===== src/rtl/i2c_defs.sv =====
// Shared I2C definitions: FSM state encodings and bus-level constants used by the
// target and controller blocks.
package i2c_defs;

    typedef logic [2:0] i2c_state_t;

    localparam i2c_state_t S_IDLE      = 3'd0;
    localparam i2c_state_t S_ADDR      = 3'd1;
    localparam i2c_state_t S_ADDR_ACK  = 3'd2;
    localparam i2c_state_t S_WRITE     = 3'd3;
    localparam i2c_state_t S_WRITE_ACK = 3'd4;
    localparam i2c_state_t S_READ      = 3'd5;
    localparam i2c_state_t S_READ_ACK  = 3'd6;
    localparam i2c_state_t S_IGNORE    = 3'd7;

    localparam logic ACK      = 1'b0;
    localparam logic NACK     = 1'b1;
    localparam logic RW_WRITE = 1'b0;
    localparam logic RW_READ  = 1'b1;

endpackage


===== src/rtl/i2c_target_if.sv =====
// Pad and register-port bundle of the I2C target; slave = target side, master = pads/regfile side.
interface i2c_target_if;
    logic       scl_in;
    logic       sda_in;
    logic       sda_oe;
    logic [7:0] reg_addr;
    logic [7:0] reg_wdata;
    logic       reg_we;
    logic       reg_re;
    logic [7:0] reg_rdata;

    modport master (
        output scl_in, sda_in, reg_rdata,
        input  sda_oe, reg_addr, reg_wdata, reg_we, reg_re
    );

    modport slave (
        input  scl_in, sda_in, reg_rdata,
        output sda_oe, reg_addr, reg_wdata, reg_we, reg_re
    );
endinterface


===== src/rtl/i2c_line_filter.sv =====
// Two-flop synchronizer followed by a level filter: a new level is taken only after
// FILTER_LEN consecutive synchronized samples agree; emits one-cycle edge strobes.
module i2c_line_filter #(
    parameter int unsigned FILTER_LEN = 4
) (
    input  logic clk,
    input  logic rst_n,
    input  logic i_line,
    output logic o_level,
    output logic o_rise,
    output logic o_fall
);
    localparam int unsigned CW = (FILTER_LEN > 1) ? $clog2(FILTER_LEN) : 1;
    localparam logic [CW-1:0] LAST = CW'(FILTER_LEN - 1);

    logic [1:0]    r_sync;
    logic [CW-1:0] r_cnt;
    logic          r_level;
    logic          r_rise;
    logic          r_fall;

    // Idle bus level is high, so everything resets to 1.
    always_ff @(posedge clk or negedge rst_n) begin
        if (!rst_n) begin
            r_sync  <= 2'b11;
            r_cnt   <= '0;
            r_level <= 1'b1;
            r_rise  <= 1'b0;
            r_fall  <= 1'b0;
        end else begin
            r_sync <= {r_sync[0], i_line};
            r_rise <= 1'b0;
            r_fall <= 1'b0;
            if (r_sync[1] == r_level) begin
                r_cnt <= '0;
            end else if (r_cnt == LAST) begin
                r_cnt   <= '0;
                r_level <= r_sync[1];
                r_rise  <= r_sync[1];
                r_fall  <= ~r_sync[1];
            end else begin
                r_cnt <= r_cnt + 1'b1;
            end
        end
    end

    assign o_level = r_level;
    assign o_rise  = r_rise;
    assign o_fall  = r_fall;
endmodule


===== src/rtl/i2c_target.sv =====
// I2C target answering TARGET_ADDR and mapping transfers onto an 8-bit register port.
// Open-drain only: SDA is pulled low or released, SCL is never stretched.
module i2c_target import i2c_defs::*; #(
    parameter logic [6:0]  TARGET_ADDR = 7'h52,
    parameter int unsigned FILTER_LEN  = 4
) (
    input  logic         clk,
    input  logic         rst_n,
    i2c_target_if.slave  bus,
    output logic         o_busy,
    output logic         o_selected
);
    logic w_scl, w_scl_rise, w_scl_fall;
    logic w_sda, w_sda_rise, w_sda_fall;
    logic w_start, w_stop;

    i2c_line_filter #(.FILTER_LEN(FILTER_LEN)) u_scl_filt (
        .clk(clk), .rst_n(rst_n), .i_line(bus.scl_in),
        .o_level(w_scl), .o_rise(w_scl_rise), .o_fall(w_scl_fall)
    );

    i2c_line_filter #(.FILTER_LEN(FILTER_LEN)) u_sda_filt (
        .clk(clk), .rst_n(rst_n), .i_line(bus.sda_in),
        .o_level(w_sda), .o_rise(w_sda_rise), .o_fall(w_sda_fall)
    );

    assign w_start = w_sda_fall & w_scl;
    assign w_stop  = w_sda_rise & w_scl;

    i2c_state_t r_state;
    logic [2:0] r_bit_ctr;
    logic [7:0] r_shift, r_tx, r_reg_addr, r_reg_wdata;
    logic       r_byte_done, r_first_byte, r_rw, r_ack, r_drive_load;
    logic       r_sda_oe, r_reg_we, r_reg_re, r_busy, r_selected;

    always_ff @(posedge clk or negedge rst_n) begin
        if (!rst_n) begin
            r_state      <= S_IDLE;
            r_bit_ctr    <= 3'd0;
            r_shift      <= 8'h00;
            r_tx         <= 8'h00;
            r_reg_addr   <= 8'h00;
            r_reg_wdata  <= 8'h00;
            r_byte_done  <= 1'b0;
            r_first_byte <= 1'b0;
            r_rw         <= RW_WRITE;
            r_ack        <= NACK;
            r_drive_load <= 1'b0;
            r_sda_oe     <= 1'b0;
            r_reg_we     <= 1'b0;
            r_reg_re     <= 1'b0;
            r_busy       <= 1'b0;
            r_selected   <= 1'b0;
        end else begin
            r_reg_we <= 1'b0;
            r_reg_re <= 1'b0;
            if (r_reg_we) r_reg_addr <= r_reg_addr + 8'd1;
            // reg_rdata is valid the cycle after reg_re; a re-read after a read ACK
            // also drives its MSB here since the triggering FALL has already passed.
            if (r_reg_re) begin
                if (r_drive_load) begin
                    r_sda_oe     <= ~bus.reg_rdata[7];
                    r_tx         <= {bus.reg_rdata[6:0], 1'b0};
                    r_bit_ctr    <= 3'd1;
                    r_drive_load <= 1'b0;
                end else begin
                    r_tx <= bus.reg_rdata;
                end
            end

            if (w_stop) begin
                r_state      <= S_IDLE;
                r_sda_oe     <= 1'b0;
                r_selected   <= 1'b0;
                r_busy       <= 1'b0;
                r_drive_load <= 1'b0;
            end else if (w_start) begin
                r_state      <= S_ADDR;
                r_sda_oe     <= 1'b0;
                r_selected   <= 1'b0;
                r_busy       <= 1'b1;
                r_bit_ctr    <= 3'd0;
                r_byte_done  <= 1'b0;
                r_drive_load <= 1'b0;
            end else if (w_scl_rise) begin
                case (r_state)
                    S_ADDR, S_WRITE: begin
                        r_shift   <= {r_shift[6:0], w_sda};
                        r_bit_ctr <= r_bit_ctr + 3'd1;
                        if (r_bit_ctr == 3'd7) r_byte_done <= 1'b1;
                    end
                    S_READ_ACK: r_ack <= w_sda;
                    default: ;
                endcase
            end else if (w_scl_fall) begin
                case (r_state)
                    S_ADDR: begin
                        if (r_byte_done) begin
                            r_byte_done <= 1'b0;
                            if (r_shift[7:1] == TARGET_ADDR) begin
                                r_sda_oe   <= 1'b1;
                                r_selected <= 1'b1;
                                r_rw       <= r_shift[0];
                                r_reg_re   <= (r_shift[0] == RW_READ);
                                r_state    <= S_ADDR_ACK;
                            end else begin
                                r_state <= S_IGNORE;
                            end
                        end
                    end
                    S_ADDR_ACK: begin
                        if (r_rw == RW_WRITE) begin
                            r_sda_oe     <= 1'b0;
                            r_first_byte <= 1'b1;
                            r_bit_ctr    <= 3'd0;
                            r_state      <= S_WRITE;
                        end else begin
                            r_sda_oe  <= ~r_tx[7];
                            r_tx      <= {r_tx[6:0], 1'b0};
                            r_bit_ctr <= 3'd1;
                            r_state   <= S_READ;
                        end
                    end
                    S_WRITE: begin
                        if (r_byte_done) begin
                            r_byte_done <= 1'b0;
                            r_sda_oe    <= 1'b1;
                            r_state     <= S_WRITE_ACK;
                            if (r_first_byte) begin
                                r_reg_addr   <= r_shift;
                                r_first_byte <= 1'b0;
                            end else begin
                                r_reg_wdata <= r_shift;
                                r_reg_we    <= 1'b1;
                            end
                        end
                    end
                    S_WRITE_ACK: begin
                        r_sda_oe <= 1'b0;
                        r_state  <= S_WRITE;
                    end
                    S_READ: begin
                        // bit_ctr wraps to 0 once all eight bits have been driven
                        if (r_bit_ctr == 3'd0) begin
                            r_sda_oe   <= 1'b0;
                            r_reg_addr <= r_reg_addr + 8'd1;
                            r_state    <= S_READ_ACK;
                        end else begin
                            r_sda_oe  <= ~r_tx[7];
                            r_tx      <= {r_tx[6:0], 1'b0};
                            r_bit_ctr <= r_bit_ctr + 3'd1;
                        end
                    end
                    S_READ_ACK: begin
                        if (r_ack == ACK) begin
                            r_reg_re     <= 1'b1;
                            r_drive_load <= 1'b1;
                            r_state      <= S_READ;
                        end else begin
                            r_state <= S_IGNORE;
                        end
                    end
                    default: ;
                endcase
            end
        end
    end

    assign bus.sda_oe    = r_sda_oe;
    assign bus.reg_addr  = r_reg_addr;
    assign bus.reg_wdata = r_reg_wdata;
    assign bus.reg_we    = r_reg_we;
    assign bus.reg_re    = r_reg_re;
    assign o_busy        = r_busy;
    assign o_selected    = r_selected;
endmodule


===== src/flat_wrapper.sv =====
// flat-port wrapper written by rule: the top's interface ports become plain ports
module i2c_target_flat import i2c_defs::*;
#(
    parameter logic [6:0]  TARGET_ADDR = 7'h52,
    parameter int unsigned FILTER_LEN  = 4
)
  (clk, rst_n, o_busy, o_selected, bus_scl_in, bus_sda_in, bus_reg_rdata, bus_sda_oe, bus_reg_addr, bus_reg_wdata, bus_reg_we, bus_reg_re);
  i2c_target_if bus_i ();
  input  logic clk;
  input  logic rst_n;
  output logic o_busy;
  output logic o_selected;
  input wire logic [$bits(bus_i.scl_in)-1:0] bus_scl_in;
  input wire logic [$bits(bus_i.sda_in)-1:0] bus_sda_in;
  input wire logic [$bits(bus_i.reg_rdata)-1:0] bus_reg_rdata;
  output wire logic [$bits(bus_i.sda_oe)-1:0] bus_sda_oe;
  output wire logic [$bits(bus_i.reg_addr)-1:0] bus_reg_addr;
  output wire logic [$bits(bus_i.reg_wdata)-1:0] bus_reg_wdata;
  output wire logic [$bits(bus_i.reg_we)-1:0] bus_reg_we;
  output wire logic [$bits(bus_i.reg_re)-1:0] bus_reg_re;
  assign bus_i.scl_in = bus_scl_in;
  assign bus_i.sda_in = bus_sda_in;
  assign bus_i.reg_rdata = bus_reg_rdata;
  assign bus_sda_oe = bus_i.sda_oe;
  assign bus_reg_addr = bus_i.reg_addr;
  assign bus_reg_wdata = bus_i.reg_wdata;
  assign bus_reg_we = bus_i.reg_we;
  assign bus_reg_re = bus_i.reg_re;
  i2c_target #(.TARGET_ADDR(TARGET_ADDR), .FILTER_LEN(FILTER_LEN)) u_core (.clk(clk), .rst_n(rst_n), .bus(bus_i), .o_busy(o_busy), .o_selected(o_selected));
endmodule

===== config.mk =====
export PLATFORM = sky130hd
export DESIGN_NAME = i2c_target_flat
export DESIGN_NICKNAME = d
export VERILOG_FILES = /design/src/rtl/i2c_defs.sv /design/src/rtl/i2c_target_if.sv /design/src/rtl/i2c_line_filter.sv /design/src/rtl/i2c_target.sv /design/src/flat_wrapper.sv
export SDC_FILE = /design/constraint.sdc
export NUM_CORES = 1
export LEC_CHECK = 0
export CORE_AREA = 2 2 88 90
export CTS_CLUSTER_DIAMETER = 30
export DETAILED_ROUTE_END_ITERATION = 10
export DIE_AREA = 0 0 90 92
export GPL_TIMING_DRIVEN = 0
export PLACE_DENSITY = 0.68
export SYNTH_ARGS = -nofsm -noshare
export SYNTH_HDL_FRONTEND = slang
export SYNTH_SLANG_ARGS = --single-unit

===== constraint.sdc =====
create_clock -name clk -period 1.9 [get_ports clk]
set_clock_uncertainty 0.1 [all_clocks]
set_input_delay 0.38 -clock clk [delete_from_list [all_inputs] [get_ports clk]]
set_output_delay 0.38 -clock clk [all_outputs]
set_load 0.005 [all_outputs]

; After elaboration in Yosys (flattened, before gate mapping)
; Index checks and enable logic that the tools add are counted.
[word_totals]
regBits = 62
latchBits = 0
mem_bits_rw = 0
romBits = 0
input_bits = 12
out_inout_bits = 21
word_cells = 186
n_memories = 0
[classes]
n_addsub = 4
n_mul = 0
div = 0
n_lt_le_gt_ge = 0
eq_ne = 21
shift = 0
n_mux = 103
bitwise = 12
reduce_logical = 20
[op_table]
columns = cell, n
row1 = $mux 8, 16
row2 = $mux 1, 58
row3 = $mux 3, 17
row4 = $pmux 8 s2, 2
row5 = $reduce_and 7->1, 3
row6 = $pmux 3 s6, 1
row7 = $reduce_bool 3->1, 5
row8 = $eq 3x3->1 const B, 4
row9 = $ne 4x1->1 const B, 3
row10 = $mux 2, 5
row11 = $not 1->1, 10
row12 = $reduce_and 5->1, 2
row13 = $add 8x1->8 const B, 1
row14 = $reduce_and 4->1, 2
row15 = $reduce_bool 8->1, 1
row16 = $eq 7x7->1 const B, 1
row17 = $eq 3x2->1 const B, 2
row18 = $ne 3x1->1 const B, 2
row19 = $ne 3x2->1 const B, 2
row20 = $pmux 3 s2, 1
row21 = $reduce_and 6->1, 1
row22 = $pmux 1 s5, 1
row23 = $add 2x1->2 const B, 2
row24 = $eq 2x2->1 const B, 2
row25 = other kinds (11), 16

; Logic depth before layout (Yosys ltp)
; Gate-level depths: netlist of the first run.
[logic_depth]
ltp_word = 10
depth_mapped = 8
ltp_nobuf = 7

; By module
; Synthesis of the first run repeated with hierarchy kept, for this count alone.
[unflattened]
hier_cells = 312
hier_area_um2 = 3231.8
[modules_own_cells]
columns = mod, n_inst, cells_per_inst, area_per_inst_um2, seq_area_each_um2
row1 = i2c_target, 1, 284, 2736.4, 1202.4
row2 = i2c_line_filter, 2, 14, 247.7, 178.9

; Worst setup path after synthesis of the first run
; Ideal clock, no wire load.
[synth_timing]
kind = register to register
start = register u_core.r_bit_ctr[0]
end = register u_core.r_bit_ctr[0]
setup_ps = 129
t_arrival_ps = 1607
t_required_ps = 1671
setup_slack_ps = 64
stages_incl_launch_ff = 9
n_path_buf = 1
synth_period_minus_slack_ps = 1836
path_cell_list = dfrtp_1 inv_1 ha_1 nor2b_1 and2_1 buf_2 o31a_1 a311oi_1 a21oi_1
[synth_between]
elab_chain_cells = 8
word_cells_on_any_way = 11
classes_between = add/sub (1) / mux (9) / reduce/logical (1)
[synth_rtl]
columns = element, line_no
row1 = from (decl), i2c_target.sv:31  ; logic [2:0] r_bit_ctr;
row2 = from (signal assigned), i2c_target.sv:89  ; r_bit_ctr <= r_bit_ctr + 3'd1;
row3 = from (signal assigned), i2c_target.sv:151  ; r_bit_ctr <= r_bit_ctr + 3'd1;
row4 = branches (longest 7 deep; another with $add 3x1->3), n/a
row5 = $mux 3 *, i2c_target.sv:71  ; if (w_stop) begin
; Mark *: on every way between the ends.
; A chain may end at the register's enable or synchronous reset.

; Worst setup path after layout of the first run
[layout_timing]
start = register u_core.r_state[0]
end = register u_core.r_ack
[layout_between]
elab_chain_cells = 2
[layout_rtl]
columns = element, line_no
row1 = from (decl), i2c_target.sv:30  ; i2c_state_t r_state;
row2 = from (signal assigned), i2c_target.sv:38  ; r_state <= S_IDLE;
row3 = from (signal assigned), i2c_target.sv:72  ; r_state <= S_IDLE;
row4 = from (signal assigned), i2c_target.sv:78  ; r_state <= S_ADDR;
row5 = $eq 3x3->1, i2c_target.sv:86  ; case (r_state)
row6 = $reduce_and 4->1 (no source line), n/a
row7 = to (signal assigned), i2c_target.sv:92  ; S_READ_ACK: r_ack <= w_sda;
row8 = to (decl), i2c_target.sv:33  ; logic r_byte_done, r_first_byte, r_rw, r_ack, r_drive_load;
; Every way passes these cells.

==> results.py, run 1 <==
metrics = {
    "timing": {
        "final.period_utilization_pct": 98.7,
        "slew_viol_final": 0,
        "maxSlewHeadroom_pct": 59.0,
        "period_minus_slack_ns": 1.88,
        "fmax_ghz": 0.533,
        "finalHoldViolCount": 0,
        "worst_pin_slew_ns": 0.615,
        "setup_violations": 0,
    },
    "worst_setup_path": {
        "worstReg2RegStart": "u_core.r_state[0]",
        "rrSetupSlack_ns": 0.02,
        "cp_data_required_time_ns": 2.06,
        "worstRegToRegCells": 5,
        "r2r-end": "u_core.r_ack",
        "crit_type": "register to register",
        "arrival_ns": 2.04,
        "worstSetupStartpointType": "register",
        "worstSetupEndpointType": "register",
        "crit_fanout": 10,
    },
    "clocking": {
        "cts-root-buf": "clkbuf_8",
        "cts_buffers": 9,
        "clk_latency_ns": 0.34,
        "cts_tree": "done",
        "cts_sinks": 62,
        "cts.path.max_buffers": 2,
        "path_clk_slew_ns": 0.07,
        "htreeDepth": 3,
    },
    "die": {
        "initial_utilization_pct": 44.3,
        "die_x_um": 90,
        "io_pins": 33,
        "fp.dieH_um": 92,
        "core-area_sq_um": 7450,
        "die_area_sq_um": 8280,
        "rows": 32,
    },
    "pwr": {
        "clockPowerShare_pct": 31.9,
        "power.density_nw_per_um2": 747,
        "switchingPower_uw": 906,
        "vdd_ir_drop_max_mv": 0.742,
        "comb_power_share_pct": 17.4,
        "leakage_nw": 1.72,
        "p_int_mw": 2.15,
        "p_seq_share_pct": 50.7,
        "sw_frac_of_total_pct": 29.6,
        "total_power_mw": 3.06,
    },
    "yosys": {
        "netlist_top_cells_area": "dfrtp_1 (42%), dfstp_2 (5.6%), mux2_4 (4.1%)",
        "synth.net_count": 326,
        "async_flop_share_pct": 100,
        "synth_top_area_cell": "dfrtp_1",
        "synthDistinctLibCells": 64,
        "yosysWarningCount": 0,
        "synthesis.area_sq_um": 3300,
        "ys_seq_area_share_pct": 47.3,
        "synth_top_area_share_pct": 41.7,
        "post-synth-top-count-cell": "dfrtp_1",
        "synth_seq_cells": 62,
        "syn_inst": 308,
        "synth_edf_count": 0,
        "synth_common_cells": "dfrtp_1 (55), nand2_1 (36), o21ai_0 (25), nor2_1 (15), a21oi_1 (12)",
        "syn_avg_cell_area_sq_um": 10.7,
        "synth_ff_type": "dfrtp_1",
    },
    "finish": {
        "drive_gt1_share_pct": 25.3,
        "nFillCells": 667,
        "post-route-util_pct": 55.0,
        "fin_nets": 381,
        "synthToLayoutAreaGrowth_pct": 23.9,
        "antennaDiodeCount": 0,
    },
    "drt": {
        "dr.pass1.iters": 4,
        "wl_um": 7070,
        "drc": 0,
        "avgRoutedWirePerCell_um": 15.0,
        "drt-initial-drc-count": 154,
        "ant_nets": 0,
        "post_drt_via_cell_ratio": 5.26,
        "vias": 2473,
    },
    "place": {
        "portBuffers": 32,
        "dp_hpwl_um": 5010,
        "gp_congestion": 0.867,
    },
    "min_path": {
        "hold_class": "register to register",
        "whs_path_depth": 0,
        "min_to": "u_core.u_scl_filt.r_sync[1]",
        "hold_start": "u_core.u_scl_filt.r_sync[0]",
    },
    "global_route": {
        "grt_max_degree": 37,
        "grt_pass1_vias": 2386,
        "grt_overflow": 0,
        "grt_pass1_wl_um": 12100,
        "grtUsageTotal_pct": 18.3,
        "antenna_found_initial": 0,
    },
    "job": {
        "cap_violations": 0,
    },
    "outcome": {
        "status": "finished clean",
    },
}
## worst max-delay path, cell delays in order, from the launching register on
cell,delay (ns)
dfrtp_1,0.37
buf_4,0.17
inv_2,0.15
nand2_1,0.16
nor4bb_1,0.46
mux2_2,0.39
## worst max path at each step
stage | end | cells after the start | from
after global placement | u_core.u_sda_filt.r_cnt[0] | 1 | rst_n
after CTS | u_core.r_bit_ctr[0] | 7 | u_core.r_bit_ctr[0]
after global routing | u_core.r_tx[1] | 7 | u_core.u_scl_filt.o_rise
after detailed placement | u_core.r_bit_ctr[0] | 8 | u_core.r_bit_ctr[0]
after floorplan | u_core.r_bit_ctr[0] | 8 | u_core.r_bit_ctr[0]
final | u_core.r_ack | 5 | u_core.r_state[0]
## area by class of cell
class	instances	area (sq um)	share of cell area, %
flip-flops and latches	62	1560	38.2
clock inverters	6	38.8	0.948
plain buffers	14	75.1	1.83
clock buffers	10	128	3.12
multi-input cells	224	1690	41.4
inverters	7	26.3	0.642
repair buffers	45	440	10.8
well taps	102	128	3.12
## timing repair
item,in CTS,in global routing
hold endpoints to repair,22,0
gates resized for setup,4,15
setup endpoints to repair,14,14
hold buffers,1,0
buffers inserted,4,7
pin swaps,3,4
## power by group through the flow
stage	logic, mW	registers [mW]	clock network [mW]
2_1_floorplan	0.344	1.55	0
3_3_place_gp	0.479	1.57	0
3_5_place_dp	0.492	1.58	0
4_1_cts	0.511	1.55	1.01
5_1_grt	0.597	1.57	1.06
6_report	0.532	1.55	0.976
## per-layer routing
layer	share of wire, %	global-route usage [%]	up-vias	wire length, um
li1	-	-	1216	-
met1	48	25.6	1190	3400
met2	46	27.0	61	3280
met3	4.5	4.52	6	321
met4	0.98	7.82	0	69
met5	0	0	-	0
## placed cells by master (no fill, tap or decap), types with 9 or more instances in the layout
cell type	instances
o21ai_0	25
a21oi_1	12
nand2_1	35
mux2_2	10
dfrtp_1	52
buf_4	14
mux2_4	9
nor2_1	14
mux2i_1	9
clkdlybuf4s50_1	31
clkbuf_8	9
## metrics by stage
stage          instance area, sq um  TNS, ns  hold slack [ns]  worst slack [ns]  cells
6_report                       4090        0            0.257            0.0239    470
2_1_floorplan                  3300        0          -0.0156            0.0635    308
3_5_place_dp                   3760   -0.540            0.247            -0.131    443
3_3_place_gp                   3750   -96.44            0.246             -1.63    442
5_1_grt                        4090  -0.0205            0.262          -0.00662    470
4_1_cts                        3990        0            0.258          0.000210    463
## state kept, by name, summed over array words and instances, names as in the netlist, 2 cells and up
| signal | flops |
|---|---|
| u_core.r_tx | 8 |
| u_core.u_sda_filt.r_cnt | 2 |
| u_core.u_scl_filt.r_sync | 2 |
| u_core.bus.reg_addr | 8 |
| u_core.bus.reg_wdata | 8 |
| u_core.r_state | 3 |
| u_core.r_bit_ctr | 3 |
| u_core.u_scl_filt.r_cnt | 2 |
| u_core.r_shift | 8 |
| u_core.u_sda_filt.r_sync | 2 |
## cell families after synthesis
kind of cell | after synthesis | synth area share, %
xor gates and xnor gates | 14 | 3.71
DFF | 62 | 47.3
muxes | 28 | 10.2
AOI/OAI and AO/OA | 71 | 14.0
adders and majority gates | 6 | 2.27
and+or+nand+nor | 105 | 19.4
buffers and inverters | 22 | 3.14
No activity file was read; power rests on OpenSTA's default activity.
==> inputs of run 2 (changes only) <==
--- a/config.mk
+++ b/config.mk
@@ -5,6 +5,7 @@
 export SDC_FILE = /design/constraint.sdc
 export NUM_CORES = 1
 export LEC_CHECK = 0
+export CAP_MARGIN = 20
 export CORE_AREA = 2 2 88 90
 export CTS_CLUSTER_DIAMETER = 30
 export DETAILED_ROUTE_END_ITERATION = 10
==> run 2 against run 1 <==
Net effect:
- non-clock buffer count stayed put
- core utilization stayed put
- design area is the same
- first-iteration DRC count is the same
- power unchanged
- sequential share of layout area did not move
- register-to-register slack about the same
- sequential power is essentially flat
- count of clock-buffer cells in the layout unchanged
- critical path depth did not move
- global-route usage is the same
- die area unchanged
==> results.py, run 2 (synthesis results as in run 1) <==
metrics = {
    "outcome": {
        "status": "finished clean",
    },
    "clocking": {
        "cts_buffers": 9,
        "path_clk_slew_ns": 0.07,
        "htreeDepth": 3,
        "cts_tree": "done",
        "cts.path.max_buffers": 2,
        "cts_sinks": 62,
        "cts-root-buf": "clkbuf_8",
        "clk_latency_ns": 0.34,
    },
    "finish": {
        "final_cell_mix": "dfrtp_1 (52), nand2_1 (35), clkdlybuf4s50_1 (31)",
        "ff_latch_area_sq_um": 1560,
        "multiInputGateArea_sq_um": 1690,
        "synthToLayoutAreaGrowth_pct": 23.9,
        "nFillCells": 667,
        "drive_gt1_share_pct": 25.3,
        "fin_nets": 381,
        "final_cell_area_sq_um": 4090,
        "layout_commonest_cell": "dfrtp_1",
        "antennaDiodeCount": 0,
    },
    "place": {
        "portBuffers": 32,
        "post-place-ws_ns": -0.131,
        "gp_congestion": 0.867,
        "dp_hpwl_um": 5010,
        "dpl_cell_area_sq_um": 3760,
    },
    "timing": {
        "final.period_utilization_pct": 98.7,
        "slew_viol_final": 0,
        "finalHoldViolCount": 0,
        "period_minus_slack_ns": 1.88,
        "worst_pin_slew_ns": 0.615,
        "fmax_ghz": 0.533,
        "finalWorstSetupSlack_ns": 0.0239,
        "setup_violations": 0,
        "maxSlewHeadroom_pct": 59.0,
        "finalSetupTns_ns": 0,
    },
    "drt": {
        "vias": 2473,
        "wl_um": 7070,
        "avgRoutedWirePerCell_um": 15.0,
        "dr.pass1.iters": 4,
        "drc": 0,
        "drt-initial-drc-count": 154,
        "ant_nets": 0,
        "post_drt_via_cell_ratio": 5.26,
    },
    "global_route": {
        "grtUsageTotal_pct": 18.3,
        "grt_pass1_wl_um": 12100,
        "grt_pass1_vias": 2386,
        "antenna_found_initial": 0,
        "grt_max_degree": 37,
        "grt_overflow": 0,
    },
    "die": {
        "core-area_sq_um": 7450,
        "die_area_sq_um": 8280,
        "initial_utilization_pct": 44.3,
        "die_x_um": 90,
        "rows": 32,
        "fp.dieH_um": 92,
        "io_pins": 33,
    },
    "worst_setup_path": {
        "crit_fanout": 10,
        "crit_family": "simple AND/OR/NAND/NOR gates",
        "cp.depth": 5,
        "slowest_stage": "nor4bb_1",
        "worstSetupStartpointType": "register",
        "arrival_ns": 2.04,
        "cp_cell_sequence": "buf_4 -> inv_2 -> nand2_1 -> nor4bb_1 -> mux2_2",
        "crit_type": "register to register",
        "cp_data_required_time_ns": 2.06,
        "cp_slowest_stage_delay_ns": 0.46,
        "worstRegToRegCells": 5,
        "worstSetupEndpointType": "register",
        "crit_buf_inv": 2,
    },
    "min_path": {
        "hold_class": "register to register",
        "whs_path_depth": 0,
    },
    "pwr": {
        "vdd_ir_drop_max_mv": 0.742,
        "leakage_nw": 1.72,
        "power.density_nw_per_um2": 747,
    },
    "job": {
        "cap_violations": 0,
    },
}
-- run 2: cell type report --
type | count | share of cell area (%)
Clock inverter | 6 | 0.948
Inverter | 7 | 0.642
Sequential cell | 62 | 38.2
Buffer | 14 | 1.83
Multi-Input combinational cell | 224 | 41.4
Clock buffer | 10 | 3.12
Timing Repair Buffer | 45 | 10.8
Tap cell | 102 | 3.12
-- run 2: worst paths after layout --
kind | from | slack, ns | end
worst max-delay path | u_core.r_state[0] | 0.02 | u_core.r_ack
worst min-delay path | u_core.u_scl_filt.r_sync[0] | 0.26 | u_core.u_scl_filt.r_sync[1]
worst max register to register | u_core.r_state[0] | 0.02 | u_core.r_ack
worst min register to register | u_core.u_scl_filt.r_sync[0] | 0.26 | u_core.u_scl_filt.r_sync[1]
max in group asynchronous | rst_n | 0.54 | u_core.r_ack
min in group asynchronous | rst_n | 0.49 | u_core.r_tx[1]
-- run 2: worst register-to-register path, delay by kind of cell (launching register included) --
| family | cells | cell delay (ns) |
|---|---|---|
| DFF | 1 | 0.37 |
| buffers and inverters | 2 | 0.32 |
| muxes | 1 | 0.39 |
| and+or+nand+nor | 2 | 0.62 |
-- run 2: what timing repair did --
item	CTS	global route
resized for setup	4	15
buffers inserted	4	7
setup endpoints to repair	14	14
pin swaps	3	4
endpoints found under the hold margin	22	0
hold buffers	1	0
-- run 2: per-layer routing --
| layer | share of wire, % | track usage, % | vias up |
|---|---|---|---|
| met5 | 0 | 0 | - |
| li1 | - | - | 1216 |
| met3 | 4.5 | 4.52 | 6 |
| met2 | 46 | 27.0 | 61 |
| met1 | 48 | 25.6 | 1190 |
| met4 | 0.98 | 7.82 | 0 |
-- run 2: where the power goes --
group	total, mW	leakage, nW	internal [mW]	switching, mW
clock network	0.976	0.0820	0.467	0.509
registers	1.55	0.783	1.45	0.0980
logic	0.532	0.851	0.232	0.300
-- run 2: through the flow --
| stage | hold slack [ns] | cells | util [%] | total power, mW |
|---|---|---|---|---|
| 2_1_floorplan | -0.0156 | 308 | - | 1.89 |
| 3_3_place_gp | 0.246 | 442 | 50.4 | 2.05 |
| 3_5_place_dp | 0.247 | 443 | 50.6 | 2.07 |
| 4_1_cts | 0.258 | 463 | 53.6 | 3.07 |
| 5_1_grt | 0.262 | 470 | 55.0 | 3.22 |
| 6_report | 0.257 | 470 | 55.0 | 3.06 |
==> inputs of run 3 (changes only) <==
--- a/config.mk
+++ b/config.mk
@@ -6,12 +6,15 @@
 export NUM_CORES = 1
 export LEC_CHECK = 0
 export CAP_MARGIN = 20
-export CORE_AREA = 2 2 88 90
+export CELL_PAD_IN_SITES_DETAIL_PLACEMENT = 1
+export CELL_PAD_IN_SITES_GLOBAL_PLACEMENT = 2
+export CORE_AREA = 2 2 102 104
 export CTS_CLUSTER_DIAMETER = 30
 export DETAILED_ROUTE_END_ITERATION = 10
-export DIE_AREA = 0 0 90 92
+export DIE_AREA = 0 0 104 106
 export GPL_TIMING_DRIVEN = 0
-export PLACE_DENSITY = 0.68
+export PLACE_DENSITY_LB_ADDON = 0.1
 export SYNTH_ARGS = -nofsm -noshare
 export SYNTH_HDL_FRONTEND = slang
+export SYNTH_HIERARCHICAL = 1
 export SYNTH_SLANG_ARGS = --single-unit
==> run 3 against run 2 <==
Net effect:
- synthesized cell count increased by 1.3%
- core utilization is 13 points lower
- global-route usage shrank 2.0 points
- die area rose by 33%
==> results.py, run 3 <==
metrics = {
    "global_route": {
        "grt_overflow": 0,
        "grt_max_degree": 63,
        "grt_pass1_vias": 2680,
        "grtUsageTotal_pct": 16.3,
        "antenna_found_initial": 0,
        "grt_pass1_wl_um": 14300,
    },
    "die": {
        "io_pins": 33,
        "die_x_um": 104,
        "rows": 37,
        "core-area_sq_um": 10000,
        "fp.dieH_um": 106,
        "die_area_sq_um": 11000,
        "initial_utilization_pct": 32.3,
    },
    "pwr": {
        "leakage_nw": 1.70,
        "power.density_nw_per_um2": 856,
        "vdd_ir_drop_max_mv": 0.376,
    },
    "drt": {
        "avgRoutedWirePerCell_um": 16.6,
        "vias": 2557,
        "post_drt_via_cell_ratio": 4.97,
        "dr.pass1.iters": 4,
        "drc": 0,
        "ant_nets": 0,
        "drt-initial-drc-count": 120,
        "wl_um": 8540,
    },
    "yosys": {
        "post-synth-top-count-cell": "dfrtp_1",
        "synth_top_area_share_pct": 42.6,
        "synth_common_cells": "dfrtp_1 (55), nand2_1 (31), o21ai_0 (27), nor2_1 (21), mux2_2 (18)",
        "yosysWarningCount": 6,
        "netlist_top_cells_area": "dfrtp_1 (43%), mux2_2 (6.3%), dfstp_2 (5.7%)",
        "synth.net_count": 330,
        "async_flop_share_pct": 100,
        "synthesis.area_sq_um": 3230,
        "ys_seq_area_share_pct": 48.3,
        "syn_inst": 312,
        "synth_ff_type": "dfrtp_1",
        "synthDistinctLibCells": 52,
        "synth_edf_count": 0,
        "synth_top_area_cell": "dfrtp_1",
        "syn_avg_cell_area_sq_um": 10.4,
        "synth_seq_cells": 62,
    },
    "timing": {
        "maxSlewHeadroom_pct": 46.1,
        "fmax_ghz": 0.546,
        "final.period_utilization_pct": 96.3,
        "slew_viol_final": 0,
        "finalWorstSetupSlack_ns": 0.0696,
        "finalHoldViolCount": 0,
        "period_minus_slack_ns": 1.83,
        "setup_violations": 0,
        "worst_pin_slew_ns": 0.809,
    },
    "place": {
        "gp_congestion": 0.756,
        "dpl_cell_area_sq_um": 3720,
        "dp_hpwl_um": 5700,
        "post-place-ws_ns": -0.334,
        "portBuffers": 32,
    },
    "worst_setup_path": {
        "worstSetupStartpointType": "register",
        "arrival_ns": 1.96,
        "rrSetupSlack_ns": 0.07,
        "crit_fanout": 6,
        "worstSetupEndpointType": "register",
        "cp_data_required_time_ns": 2.03,
        "cp_slowest_stage_delay_ns": 0.46,
        "cp_cell_sequence": "o21ai_4 -> nand3_2 -> nor3_4 -> mux2_2",
        "cp-startpoint": "u_core/u_sda_filt/o_rise",
        "slowest_stage": "dfrtp_2",
        "crit_type": "register to register",
        "crit_end": "u_core/r_rw",
        "worstRegToRegCells": 4,
        "r2r-end": "u_core/r_rw",
        "worstReg2RegStart": "u_core/u_sda_filt/o_rise",
    },
    "finish": {
        "layout_commonest_cell": "dfrtp_1",
        "fin_nets": 391,
        "final_cell_area_sq_um": 4220,
        "nFillCells": 1143,
        "antennaDiodeCount": 0,
        "final_cell_mix": "dfrtp_1 (49), clkdlybuf4s50_1 (31), nand2_1 (28)",
        "synthToLayoutAreaGrowth_pct": 30.5,
        "drive_gt1_share_pct": 27.2,
        "post-route-util_pct": 42.2,
    },
    "job": {
        "cap_violations": 0,
    },
    "clocking": {
        "cts_sinks": 62,
        "cts_tree": "done",
        "path_clk_slew_ns": 0.08,
        "htreeDepth": 3,
        "cts.path.max_buffers": 2,
        "clk_latency_ns": 0.35,
        "cts_buffers": 9,
        "cts-root-buf": "clkbuf_8",
    },
    "min_path": {
        "hold_class": "input pin to async pin",
    },
    "outcome": {
        "status": "finished clean",
    },
}
[run 3: report_power, final]
group,switching [mW],internal [mW],leakage (nW)
Clock,0.580,0.742,0.106
Combinational,0.365,0.334,0.815
Sequential,0.127,1.46,0.781
Total,1.07,2.54,1.70
[run 3: per-stage QoR]
| stage | setup TNS [ns] | cells | total power, mW | hold WS, ns |
|---|---|---|---|---|
| global placement | -115.41 | 480 | 2.16 | 0.246 |
| finish | 0 | 514 | 3.61 | 0.0132 |
| floorplan | 0 | 312 | 1.94 | -0.0156 |
| detailed placement | -6.95 | 480 | 2.18 | 0.247 |
| global route | -0.143 | 514 | 3.83 | 0.0627 |
| CTS | -0.0154 | 500 | 3.57 | 0.0528 |
[run 3: cell families after synthesis]
logic type / synth area share, %
simple gates: 18.2
compound gates: 15.0
flops: 48.3
mux: 10.1
buf+inv: 2.40
xor+xnor: 3.79
fa+ha+maj: 2.32
[run 3: how the worst min path moves through the flow]
stage / to / slack, ns / startpoint / cells after the start
3_5_place_dp: u_core/u_scl_filt/r_sync[1] / 0.25 / u_core/u_scl_filt/r_sync[0] / 0
6_report: u_core/r_bit_ctr[1] / 0.01 / rst_n / 1
5_1_grt: u_core/r_tx[4] / 0.06 / rst_n / 1
3_3_place_gp: u_core/u_sda_filt/r_sync[1] / 0.25 / u_core/u_sda_filt/r_sync[0] / 0
2_1_floorplan: u_core/bus.reg_addr[0] / -0.02 / rst_n / 0
4_1_cts: u_core/r_bit_ctr[1] / 0.05 / rst_n / 1
[run 3: layout make-up]
class | instances | area, sq um | area share [%]
tap | 136 | 170 | 4.03
sequential | 62 | 1570 | 37.2
clock buffer | 9 | 124 | 2.94
timing repair buffer | 50 | 482 | 11.4
inverter | 5 | 18.8 | 0.445
multi-input combinational | 233 | 1700 | 40.2
clock inverter | 7 | 97.6 | 2.31
buffer | 12 | 63.8 | 1.51
[run 3: what timing repair did]
action | 4_1_cts | 5_1_grt
setup buffers | 4 | 13
gates cloned | 0 | 1
hold buffers | 0 | 0
setup endpoints to repair | 38 | 39
resized for setup | 15 | 25
endpoints found under the hold margin | 0 | 0
pin swaps | 3 | 7
[run 3: routing by layer]
| metal | routed length (um) | GRT usage, % | vias to the layer above |
|---|---|---|---|
| met3 | 237 | 2.76 | 11 |
| li1 | - | - | 1248 |
| met2 | 3910 | 24.8 | 32 |
| met5 | 0 | 0 | - |
| met4 | 137 | 6.37 | 0 |
| met1 | 4260 | 23.2 | 1266 |
[run 3: critical path, delay by kind of cell, from the launching register on]
family           cells  cell delay [ns]
AO/OA/AOI/OAI        1             0.28
flip-flops           1             0.46
multiplexers         1             0.36
AND/OR/NAND/NOR      2             0.51
